**src/rtl/led_matrix_scanner.sv**
```systemverilog
// led_matrix_scanner
//   Double-buffered row-scan driver for a bicolour (red/green) LED dot matrix.
//   Host logic writes pixels into the back buffer. The scanner multiplexes the
//   front buffer onto the row/column pins and blanks the columns for the first
//   BLANK cycles of every row dwell. Front/back exchange happens only at a frame
//   boundary, so a displayed frame never tears.
//
//   Ports:
//     clk, rst_n        clock, asynchronous active-low reset
//     wr_en/wr_row/wr_col/wr_color
//                       write one back-buffer pixel (bit0 red, bit1 green)
//     clr               zero the whole back buffer (wins over wr_en)
//     swap_req          request a front/back exchange at the next frame boundary
//     swap_pending      request accepted, not yet executed
//     swap_done         one-cycle pulse when the exchange executes
//     frame_start       one-cycle pulse on the first output cycle of row 0
//     output_row        row select (polarity set by ROW_ACT_LOW)
//     output_col_r/g    red/green column drive, active-high
//
//   Optional build macro LED_MATRIX_BRIGHTNESS_EN adds input brightness[3:0];
//   columns are then driven only while a free-running 4-bit PWM counter is
//   <= brightness.
module led_matrix_scanner #(
    parameter int ROWS        = 8,
    parameter int COLS        = 8,
    parameter int SCAN_DIV    = 1000,
    parameter int BLANK       = 50,
    parameter int ROW_ACT_LOW = 1
) (
    input  logic                      clk,
    input  logic                      rst_n,
    input  logic                      wr_en,
    input  logic [$clog2(ROWS)-1:0]   wr_row,
    input  logic [$clog2(COLS)-1:0]   wr_col,
    input  logic [1:0]                wr_color,
    input  logic                      clr,
    input  logic                      swap_req,
`ifdef LED_MATRIX_BRIGHTNESS_EN
    input  logic [3:0]                brightness,
`endif
    output logic                      swap_pending,
    output logic                      swap_done,
    output logic                      frame_start,
    output logic [ROWS-1:0]           output_row,
    output logic [COLS-1:0]           output_col_r,
    output logic [COLS-1:0]           output_col_g
);

    localparam int RW = $clog2(ROWS);
    localparam int CW = $clog2(COLS);
    localparam int DW = $clog2(SCAN_DIV);

    localparam logic [DW-1:0]   DIV_LAST = DW'(SCAN_DIV - 1);
    localparam logic [RW-1:0]   ROW_LAST = RW'(ROWS - 1);
    localparam logic [RW:0]     ROWS_L   = (RW+1)'(ROWS);
    localparam logic [CW:0]     COLS_L   = (CW+1)'(COLS);
    localparam logic [DW:0]     BLANK_L  = (DW+1)'(BLANK);
    localparam logic [ROWS-1:0] ROW_IDLE = (ROW_ACT_LOW != 0) ? '1 : '0;

    // Framebuffers: index [buffer][row], one bit per column.
    logic [COLS-1:0] buf_r_q [2][ROWS];
    logic [COLS-1:0] buf_g_q [2][ROWS];

    logic            front_q,        front_d;
    logic [DW-1:0]   div_cnt_q,      div_cnt_d;
    logic [RW-1:0]   row_idx_q,      row_idx_d;
    logic            swap_pending_q, swap_pending_d;
    logic            swap_done_q,    swap_done_d;
    logic            frame_start_q,  frame_start_d;
    logic [ROWS-1:0] row_q,          row_d;
    logic [COLS-1:0] col_r_q,        col_r_d;
    logic [COLS-1:0] col_g_q,        col_g_d;

    logic            back_idx;
    logic            wr_ok;
    logic            div_last;
    logic            frame_end;
    logic            do_swap;
    logic            col_on;
    logic [ROWS-1:0] row_sel;

`ifdef LED_MATRIX_BRIGHTNESS_EN
    logic [3:0]      pwm_cnt_q;

    always_ff @(posedge clk or negedge rst_n) begin
        if (!rst_n) pwm_cnt_q <= '0;
        else        pwm_cnt_q <= pwm_cnt_q + 4'd1;
    end
`endif

    assign back_idx = ~front_q;
    assign wr_ok    = ({1'b0, wr_row} < ROWS_L) && ({1'b0, wr_col} < COLS_L);

    always_comb begin
        div_last  = (div_cnt_q == DIV_LAST);
        frame_end = div_last && (row_idx_q == ROW_LAST);

        div_cnt_d = div_last ? '0 : div_cnt_q + 1'b1;
        row_idx_d = row_idx_q;
        if (div_last) row_idx_d = (row_idx_q == ROW_LAST) ? '0 : row_idx_q + 1'b1;

        // A request arriving in the boundary cycle itself is honoured there.
        do_swap        = frame_end && (swap_pending_q || swap_req);
        front_d        = do_swap ? ~front_q : front_q;
        swap_pending_d = do_swap ? 1'b0 : (swap_pending_q || swap_req);
        swap_done_d    = do_swap;
        frame_start_d  = (row_idx_q == '0) && (div_cnt_q == '0);

        row_sel = '0;
        for (int unsigned r = 0; r < ROWS; r++) row_sel[r] = (row_idx_q == RW'(r));
        row_d = (ROW_ACT_LOW != 0) ? ~row_sel : row_sel;

        col_on = ({1'b0, div_cnt_q} >= BLANK_L);
`ifdef LED_MATRIX_BRIGHTNESS_EN
        col_on = col_on && (pwm_cnt_q <= brightness);
`endif
        col_r_d = col_on ? buf_r_q[front_q][row_idx_q] : '0;
        col_g_d = col_on ? buf_g_q[front_q][row_idx_q] : '0;
    end

    always_ff @(posedge clk or negedge rst_n) begin
        if (!rst_n) begin
            buf_r_q <= '{default: '0};
            buf_g_q <= '{default: '0};
        end else if (clr) begin
            buf_r_q[back_idx] <= '{default: '0};
            buf_g_q[back_idx] <= '{default: '0};
        end else if (wr_en && wr_ok) begin
            buf_r_q[back_idx][wr_row][wr_col] <= wr_color[0];
            buf_g_q[back_idx][wr_row][wr_col] <= wr_color[1];
        end
    end

    always_ff @(posedge clk or negedge rst_n) begin
        if (!rst_n) begin
            front_q        <= 1'b0;
            div_cnt_q      <= '0;
            row_idx_q      <= '0;
            swap_pending_q <= 1'b0;
            swap_done_q    <= 1'b0;
            frame_start_q  <= 1'b0;
            row_q          <= ROW_IDLE;
            col_r_q        <= '0;
            col_g_q        <= '0;
        end else begin
            front_q        <= front_d;
            div_cnt_q      <= div_cnt_d;
            row_idx_q      <= row_idx_d;
            swap_pending_q <= swap_pending_d;
            swap_done_q    <= swap_done_d;
            frame_start_q  <= frame_start_d;
            row_q          <= row_d;
            col_r_q        <= col_r_d;
            col_g_q        <= col_g_d;
        end
    end

    assign swap_pending = swap_pending_q;
    assign swap_done    = swap_done_q;
    assign frame_start  = frame_start_q;
    assign output_row   = row_q;
    assign output_col_r = col_r_q;
    assign output_col_g = col_g_q;

endmodule

```
**config.mk**
```make
export PLATFORM = sky130hd
export DESIGN_NAME = led_matrix_scanner
export DESIGN_NICKNAME = d
export VERILOG_FILES = /design/src/rtl/led_matrix_scanner.sv
export SDC_FILE = /design/constraint.sdc
export NUM_CORES = 1
export LEC_CHECK = 0
export CORE_UTILIZATION = 44
export DETAILED_ROUTE_END_ITERATION = 12
export PLACE_DENSITY_LB_ADDON = 0.25
export SLEW_MARGIN = 20
export SYNTH_ARGS = -nofsm -noshare
export SYNTH_HDL_FRONTEND = slang
export SYNTH_SLANG_ARGS = --single-unit
```
**constraint.sdc**
```tcl
create_clock -name clk -period 2.4 [get_ports clk]
set_input_delay 0.48 -clock clk [delete_from_list [all_inputs] [get_ports clk]]
set_output_delay 0.48 -clock clk [all_outputs]
set_load 0.005 [all_outputs]
```
Yosys cells after proc, flatten, opt, wreduce, memory -nomap -nowiden
Cells that the tools add are included.
Widths: inputs -> output; s select.

cells by class
  reductions and logical operators = 10
  $mul = 0
  equal/unequal tests = 8
  shift operators = 0
  magnitude comparators = 9
  add/sub/neg operators = 2
  muxes and demuxes = 31
  div/mod/pow operators = 0
  bitwise operators = 9

operators by type and width
  kind                   count
  $mux 128               4
  $mux 64                8
  $and 128x128->128      2
  $bwmux 128             2
  $demux 64 s1           2
  $not 128->128          1
  $mux 8                 7
  $bmux 8 s3             2
  $demux 8 s3            1
  $eq 3x3->1 const B     4
  $add 10x1->10 const B  1
  $eq 10x10->1 const B   1
  $ge 10x6->1 const B    1
  $logic_not 10->1       1
  $mux 10                1
  $ge 4x4->1 const B     2
  $not 3->4              2
  $not 8->8              1
  $eq 3x2->1 const B     2
  $logic_and 1x1->1      6
  $ge 2x2->1 const B     2
  $lt 3x4->1 const B     1
  $lt 4x1->1 const B     1
  $not 1->2              2
  11 further kinds       12

storage, ports and cells
  word-level logic and storage cells = 110
  input bits = 13
  memories = 0
  memory bits (writable) = 0
  latch bits = 0
  output and inout bits = 27
  register bits = 297
  memory bits (read-only) = 0

Longest topological paths before layout
Gate-level depths: netlist of the first run.

  depth after elaboration = 11
  depth in mapped cells = 9
  mapped depth without buffers = 6

Worst setup path before layout of the first run
OpenSTA, ideal clock, no wires.

  path type = register -> register
  start point = register row_idx_q[1]
  end point = register frame_start_q (netlist: frame_start)
  setup slack = 0.325 ns
  data arrival time = 1.970 ns
  data required time = 2.295 ns
  cell stages (with the launch flop) = 10
  setup time = 0.105 ns
  path buffers = 3
  clock period less this slack = 2.075 ns
  path through = dfrtp_1 > buf_2 > inv_2 > buf_2 > clkbuf_1 > ha_1 > nand2b_1 > nor3_1 > nand2_1 > nor4b_1

between the ends
  cells in the longest elaborated chain, start to end = 2

ends and longest elaborated chain
  item                      line  text
  start: declaration        66    logic [RW-1:0] row_idx_q, row_idx_d;
  start signal: assignment  148   row_idx_q <= row_idx_d;
  $logic_not 3->1           107   frame_start_d = (row_idx_q == '0) && (div_cnt_q == '0);
  $logic_and 1x1->1         107
  named net frame_start_d   69    logic frame_start_q, frame_start_d;
  end signal: assignment    151   frame_start_q <= frame_start_d;
  end: declaration          69

The timed path passes the listed nets, and every way through them passes these cells.
A chain may end at the register's enable or synchronous reset.

Worst setup path in the final report of the first run
  start point = register row_idx_q[0]
  end point = register col_g_q[2] (netlist: output_col_g[2])

between the ends
  cells in the longest elaborated chain, start to end = 5

ends and longest elaborated chain
  item                                       line  text
  $not 3->4 (implied by the code)            118   col_g_d = col_on ? buf_g_q[front_q][row_idx_q] : '0;
  $bmux 8 s3                                 118
  $mux 8 (implied by the code) (2 in a row)  118
  $mux 8                                     118
  named net col_g_d[2]                       72    logic [COLS-1:0] col_g_q, col_g_d;
  end signal: assignment                     154   col_g_q <= col_g_d;
  end: declaration                           72

The timed path passes the listed nets, and every way through them passes these cells. The select of a mux whose other input is x is not followed.

==> results of run 1 <==
Yosys cell counts, types with 9 or more instances:
master / n / area share
o22ai_1: 75 / 0.029
ha_1: 9 / 0.0071
clkbuf_1: 99 / 0.023
mux2i_1: 236 / 0.15
nor2b_1: 16 / 0.0063
o31ai_1: 18 / 0.0085
dfrtp_1: 289 / 0.45
nand2_1: 212 / 0.050
o21ai_1: 158 / 0.050
buf_1: 10 / 0.0024
mux4_2: 71 / 0.10
nor3_1: 29 / 0.0091
nand3_1: 23 / 0.0072
inv_1: 85 / 0.020
o211ai_1: 21 / 0.0099
buf_2: 21 / 0.0066
nor2_1: 37 / 0.0087
stage by stage:
stage	setup TNS, ns	power, uW
final	0	10890
after global routing	0	11200
after floorplan	0	5325
after CTS	0	10990
after detailed placement	-1.520	5658
after global placement	-0.6033	5653
final timing paths:
path                            depth (start not counted)  slack [ns]                        end                      from
worst max-delay path                                    5        0.19  output_col_g[2]$_DFF_PN0_  row_idx_q[0]$_DFFE_PN0N_
worst min-delay path                                    2        0.24    buf_r_q[68]$_DFFE_PN0P_                       clr
worst max register to register                          5        0.19  output_col_g[2]$_DFF_PN0_  row_idx_q[0]$_DFFE_PN0N_
worst min register to register                          2        0.51    buf_g_q[40]$_DFFE_PN0P_   buf_g_q[40]$_DFFE_PN0P_
max in group asynchronous                               3        1.18   buf_g_q[102]$_DFFE_PN0P_                     rst_n
min in group asynchronous                               2        0.49  output_col_g[7]$_DFF_PN0_                     rst_n
cell usage in the layout, fill, tap and decap left out, types with 10 or more instances in the layout:
cell             instances
o22ai_1                 75
o21ai_1                158
clkdlybuf4s50_1         37
inv_1                   85
o211ai_1                21
o31ai_1                 18
mux2i_1                236
nor2b_1                 16
clkbuf_1                10
nand3_1                 23
nor2_1                  35
clkbuf_16               37
nor3_1                  29
buf_12                  25
dfrtp_1                287
buf_4                  111
nand2_1                212
mux4_2                  71
routing by layer:
layer  share of wire  track usage  vias up  wire length, um
li1                -            -     5560                -
met1            0.45       0.3474     6116            19700
met2            0.46       0.3814      346            20450
met3           0.066      0.05055       73             2919
met4           0.026      0.07541        0             1168
met5               0            0        -                0
power groups by stage:
stage                     Clock [uW]  Sequential, uW  Combinational, uW
after floorplan                    0            5110                211
after global placement             0            5110                540
after detailed placement           0            5110                543
after CTS                       5420            5020                546
after global routing            5600            5020                581
final                           5320            5030                543
registers in the layout (all words and copies together), names as in the netlist:
name	flops
buf_g_q	128
buf_r_q	128
div_cnt_q	10
output_col_g	8
output_col_r	8
output_row	8
row_idx_q	3
frame_start	1
front_q	1
swap_done	1
swap_pending	1
final cells by class:
cell class                 instances  area share
sequential                       297      0.3946
multi-input combinational        998      0.4056
timing repair buffer             176     0.09219
clock inverter                     7    0.004507
clock buffer                      53     0.05541
tap                              461     0.03055
inverter                          86     0.01710
cells by family (layout without fill, tap and decap cells):
logic type / Yosys count / count (layout)
and+or+nand+nor: 382 / 382
muxes: 307 / 307
adders and majority gates: 9 / 9
AOI/OAI and AO/OA: 293 / 293
buffers and inverters: 220 / 322
DFF: 297 / 297
xor gates and xnor gates: 7 / 7
repair_timing:
item	4_1_cts	5_1_grt
gates resized for setup	0	0
endpoints found under the hold margin	41	0
hold buffers	1	0
==> results by group, run 1 <==
Outcome
  – Outcome: finished, violations left
  – Violated checks: design-rule violations

Global routing
  – Largest net degree at the start of global routing: roughly 140
  – Initial antenna violation count: 0
  – First-pass GRT wire length: 70,390 um
  – Gr ovfl total: 0
  – Tot GR Track Use: 0.2464
  – Vias in the first global route: between 10,000 and 15,000

Detailed routing
  – Post-route ant nets: 0
  – Routed vias: 12,095
  – Pre-Repair DR Iteration Count: 9
  – Drt total wl: between 40,000 and 50,000 um
  – Drt via density: between 5 and 6
  – DRT iter0 DRCs: 974
  – Drt drc: 12
  – Wire per inst: 21.29 um

Final layout
  – Nets: 1,617
  – Area occupied by multi-input gates: 7657 um^2
  – Area Growth Syn to Fin: 18.34%
  – Final std cells w/o fill: about 2,100
  – FF/Latch Area: 7450 um^2
  – Layout Utilization: 0.5295
  – Fraction of layout cells with a size suffix above 1: 0.1713
  – Post-Layout Inst Area: around 19,000 um^2
  – Antenna cell count: 0
  – Number of fill cells: 3,098

STA
  – Max Slew Vio Count: 0
  – Final Cycle Share: 0.9203
  – Slew headroom: 0.5371
  – Hold WS: 0.2371 ns
  – Final Hold Fails: 0
  – Final Skew: 0.02173 ns
  – Slew @ Worst Pin: a little under 0.7 ns
  – Fmax: 0.4528 GHz
  – Final setup violation count: 0
  – Final WS setup: 0.1913 ns
  – Final Critical Period: 2.209 ns
  – RSZ-0062 raised after global routing: false

Synth
  – Seq cells post-synth: 297
  – Main flop type after synthesis: dfrtp_1
  – Post-synth EDFFs: 0
  – Xor/xnor share of the synthesized area: 0.003843
  – Ys Warns: 0
  – Async S/R FF share, synth: 1.000
  – Post-Syn Area: around 16,000 um^2
  – Mux cell area share after synthesis: 0.2483
  – Post-Syn Nets: 1,537
  – Synth Area in Compound Gates: 0.1067
  – Distinct cell type count after synthesis: 53
  – Synth Instances: 1,515
  – Post-synthesis adder-cell area fraction: 0.007059
  – Post-Syn Area per Cell: roughly 11 um^2
  – Seq/Total Area, Yosys: 0.4665
  – Simple-gate share of the synthesized area: 0.1127
  – Largest family of logic cells by synthesized area: multiplexers

Clock network
  – Clk Latency, worst-skew pair: 0.52 ns
  – Clk buf depth: 3
  – Post-CTS setup buffer count: 0
  – CTS root buf: clkbuf_16
  – Clock-pin slew on the worst setup and hold paths: 0.06 ns
  – H-tree Lvls: 2
  – CTS tree: yes
  – Clock buffer count from CTS: 36
  – Clock sink total: 297

Setup path
  – Setup crit end kind: register
  – CP max stage delay: just over 0.5 ns
  – Crit Path Max Fanout: 23
  – Critical path's slowest cell: dfrtp_4
  – Setup Crit Path Kind: reg -> reg
  – Most frequent CP cell: mux4_2
  – CP Data Arrival Time: 2.60 ns
  – Startpoint Class: register
  – CP top delay family: multiplexers
  – Crit path buf inv count: 2
  – Crit-path cells: buf_12 > buf_4 > mux4_2 > mux4_2 > nor2b_1
  – WP data required: 2.79 ns

Die
  – Cell Rows: 69
  – Die W: 192.4 um
  – Initial core utilization: 0.4474
  – Area of the core: 35,660 um^2
  – Die H: around 190 um
  – IO Count: 40
  – Die area: approximately 37,000 um^2

Place
  – Placement Setup Slack: -0.1079 ns
  – I/O Buffers: 39
  – Post-DP HPWL: 28,920 um
  – Dpl cells: 2,017
  – Gp weighted congestion: 0.8192
  – Dpl cell area: 17,740 um^2

Hold path
  – Hold WC Path Type: in -> reg

Flow run
  – Maximum capacitance violations: 0

Pwr
  – PD cells: slightly below 600 nW/um^2
  – P_sw: 2493 uW
  – Switch share: 0.2290
  – Share of power burned in registers: 0.462
  – Internal: 8393 uW
  – Leakage: between 0.008 and 0.009 uW
  – Comb power frac: 0.050
  – Clock power frac: 0.489
  – Worst ir drop on vdd: 363.5 uV
No activity file was read; power rests on OpenSTA's default activity.
==> inputs of run 2 (changes only) <==
--- a/config.mk
+++ b/config.mk
@@ -5,7 +5,7 @@
 export SDC_FILE = /design/constraint.sdc
 export NUM_CORES = 1
 export LEC_CHECK = 0
-export CORE_UTILIZATION = 44
+export CORE_UTILIZATION = 61
 export DETAILED_ROUTE_END_ITERATION = 12
 export PLACE_DENSITY_LB_ADDON = 0.25
 export SLEW_MARGIN = 20
==> run 2 against run 1 <==
  * The run now ends clean
  * Power is 5.6% lower
  * Die area is 28% lower
  * Non-clock buffer count is 12 higher
  * Sequential share of layout area is 0.65 points higher
  * Clock skew is 0.015 ns lower
  * Sequential power hardly changed
  * Cell area is 1.6% lower
  * Count of clock-buffer cells in the layout is 12 lower
  * Setup slack worse by 0.12 ns
  * Combinational power is 2% lower
  * Core utilization is 20 points higher
  * Critical endpoint is now buf_g_q[19]$_DFFE_PN0P_
==> results by group, run 2 (synthesized netlist as in run 1, its figures left out) <==
Outcome
  – Outcome: complete, no violations

Setup path
  – Crit Path Max Fanout: 40 (+74%)
  – Startpoint Class: register
  – R2R cell count: 6 (+1)
  – WP data required: 2.82 ns (+0.03 ns)
  – CP Data Arrival Time: 2.75 ns (+0.15 ns)
  – Reg2Reg Setup Slack: 0.07 ns (-0.12 ns)
  – Worst R2R Start: front_q$_DFFE_PN0P_
  – Setup Crit Path Kind: reg -> reg
  – Setup crit end kind: register
  – Worst flop-to-flop path endpoint: buf_g_q[19]$_DFFE_PN0P_

Pwr
  – Comb power frac: 0.052 (+0.002)
  – Worst ir drop on vdd: 722.4 uV (+99%)
  – PD cells: 553.1 nW/um^2 (-4.1%)
  – Clock power frac: 0.459 (-0.030)
  – Leakage: 0.008342 uW (-0.48%)
  – P_sw: 2366 uW (-5.1%)
  – Switch share: 0.2304 (+0.001323)
  – Internal: 7906 uW (-5.8%)
  – Share of power burned in registers: 0.489 (+0.027)

Clock network
  – H-tree Lvls: 1 (-1)
  – CTS tree: yes
  – Clock buffer count from CTS: 31 (-14%)
  – Clock-pin slew on the worst setup and hold paths: 0.06 ns (about the same)
  – Clk buf depth: 3 (unchanged)
  – Clk Latency, worst-skew pair: 0.56 ns (+0.04 ns)
  – Clock sink total: 297 (unchanged)
  – CTS root buf: clkbuf_16

STA
  – Final Critical Period: 2.330 ns (+0.1216 ns)
  – Final Hold Fails: 0 (unchanged)
  – Final Skew: 0.007047 ns (-0.01468 ns)
  – Max Slew Vio Count: 0 (unchanged)
  – Hold WS: 0.2195 ns (-0.01756 ns)
  – Final WS setup: 0.06964 ns (-0.1216 ns)
  – Slew headroom: 0.5067 (-0.03042)
  – Setup TNS: 0 ns (unchanged)
  – Final Cycle Share: 0.9710 (+0.05069)
  – Final setup violation count: 0 (unchanged)
  – RSZ-0062 raised after global routing: false
  – Fmax: 0.4291 GHz (-5.2%)
  – Slew @ Worst Pin: 0.7399 ns (+0.04564 ns)

Detailed routing
  – Pre-Repair DR Iteration Count: 5 (-4)
  – Drt drc: 0 (-12)
  – Wire per inst: 22.02 um (+3.4%)
  – Drt via density: 6.463 (+11%)
  – Post-route ant nets: 0 (unchanged)
  – Drt total wl: 42,980 um (-2.9%)
  – Routed vias: 12,615 (+4.3%)
  – DRT iter0 DRCs: 1,553 (+59%)

Final layout
  – Antenna cell count: 0 (unchanged)
  – Nets: 1,624 (+0.43%)
  – Biggest regs: buf_g_q (128), buf_r_q (128), div_cnt_q (10)
  – Number of fill cells: 1,743 (-44%)
  – Fraction of layout cells with a size suffix above 1: 0.1751 (+0.003788)
  – Post-Layout Inst Area: 18,570 um^2 (-1.6%)
  – Area Growth Syn to Fin: 16.41%
  – Most common cell after layout, fill and taps aside: dfrtp_1
  – Commonest non-fill, non-tap cells in the layout: 287 x dfrtp_1, 236 x mux2i_1, 211 x nand2_1

Die
  – IO Count: 40 (unchanged)
  – Area of the core: 25,400 um^2 (-29%)
  – Die H: 163.7 um (-15%)
  – Die W: 163.7 um (-15%)
  – Die area: 26,800 um^2 (-28%)
  – Initial core utilization: 0.6281 (+0.1807)
  – Cell Rows: 58 (-16%)

Place
  – Dpl cell area: 17,590 um^2 (-0.85%)
  – I/O Buffers: 39 (unchanged)
  – Post-DP HPWL: 28,760 um (-0.56%)
  – Placement Setup Slack: -0.1716 ns (-0.06367 ns)
  – Gp weighted congestion: 0.9093 (+11%)

Hold path
  – Hold WC Path Type: in -> reg
  – Hold Crit Depth: 2 (unchanged)
  – Min-delay src: clr
  – WHS Endpoint: buf_g_q[126]$_DFFE_PN0P_

Global routing
  – First-pass GRT wire length: 69,870 um (-0.74%)
  – Initial antenna violation count: 1 (+1)
  – Tot GR Track Use: 0.3361 (+0.08973)
  – Gr ovfl total: 0 (unchanged)
  – Vias in the first global route: 12,829 (+5.7%)
  – Largest net degree at the start of global routing: 70 (-49%)

Flow run
  – Maximum capacitance violations: 0 (unchanged)
[run 2: worst max path at each step]
stage	to	depth (start not counted)	from	slack, ns
2_1_floorplan	frame_start$_DFF_PN0_	9	row_idx_q[1]$_DFFE_PN0N_	0.33
3_3_place_gp	buf_r_q[111]$_DFFE_PN0P_	7	wr_row[1]	-0.13
3_5_place_dp	buf_g_q[111]$_DFFE_PN0P_	7	wr_row[1]	-0.17
4_1_cts	buf_r_q[82]$_DFFE_PN0P_	6	front_q$_DFFE_PN0P_	0.09
5_1_grt	buf_r_q[19]$_DFFE_PN0P_	6	front_q$_DFFE_PN0P_	0.02
6_report	buf_g_q[19]$_DFFE_PN0P_	6	front_q$_DFFE_PN0P_	0.07
[run 2: metal layers]
layer | vias to the layer above | GRT usage | wire length (um)
met5 | - | 0 | 0
met3 | 114 | 0.05354 | 3854
met2 | 595 | 0.5354 | 20330
li1 | 5592 | - | -
met1 | 6314 | 0.4701 | 17480
met4 | 0 | 0.1204 | 1317
[run 2: per-stage QoR]
step,instances,power [uW],utilization
2_1_floorplan,1515,5325,-
3_3_place_gp,1898,5629,0.6924
3_5_place_dp,1898,5636,0.6924
4_1_cts,1952,10300,0.7310
5_1_grt,1952,10530,0.7311
6_report,1952,10270,0.7311
[run 2: power by group through the flow]
stage	registers (uW)	clock network [uW]	logic (uW)
after detailed placement	5110	0	521
after global placement	5110	0	515
after global routing	5020	4940	566
after floorplan	5110	0	211
final	5020	4720	531
after CTS	5020	4760	525
[run 2: critical path: stages (launching register included)]
cell	delay [ns]
dfrtp_4	0.64
buf_12	0.25
nand2b_1	0.42
nor3_1	0.35
buf_4	0.19
mux2i_1	0.21
o21ai_1	0.09
[run 2: timing repair]
item                                    in CTS  in global routing
hold endpoints to repair                    37                  0
resized for setup                            0                  1
hold buffers                                 1                  0
endpoints found under the setup margin       0                  1
buffers inserted                             0                  0
[run 2: layout make-up]
type | instances | area (um^2) | share of cell area
clock buffer | 41 | 833.3 | 0.04487
clock inverter | 12 | 137.6 | 0.007411
inverter | 86 | 322.8 | 0.01738
multi-input combinational | 998 | 7659 | 0.4124
sequential | 297 | 7450 | 0.4012
tap | 330 | 412.9 | 0.02223
timing repair buffer | 188 | 1755 | 0.09453
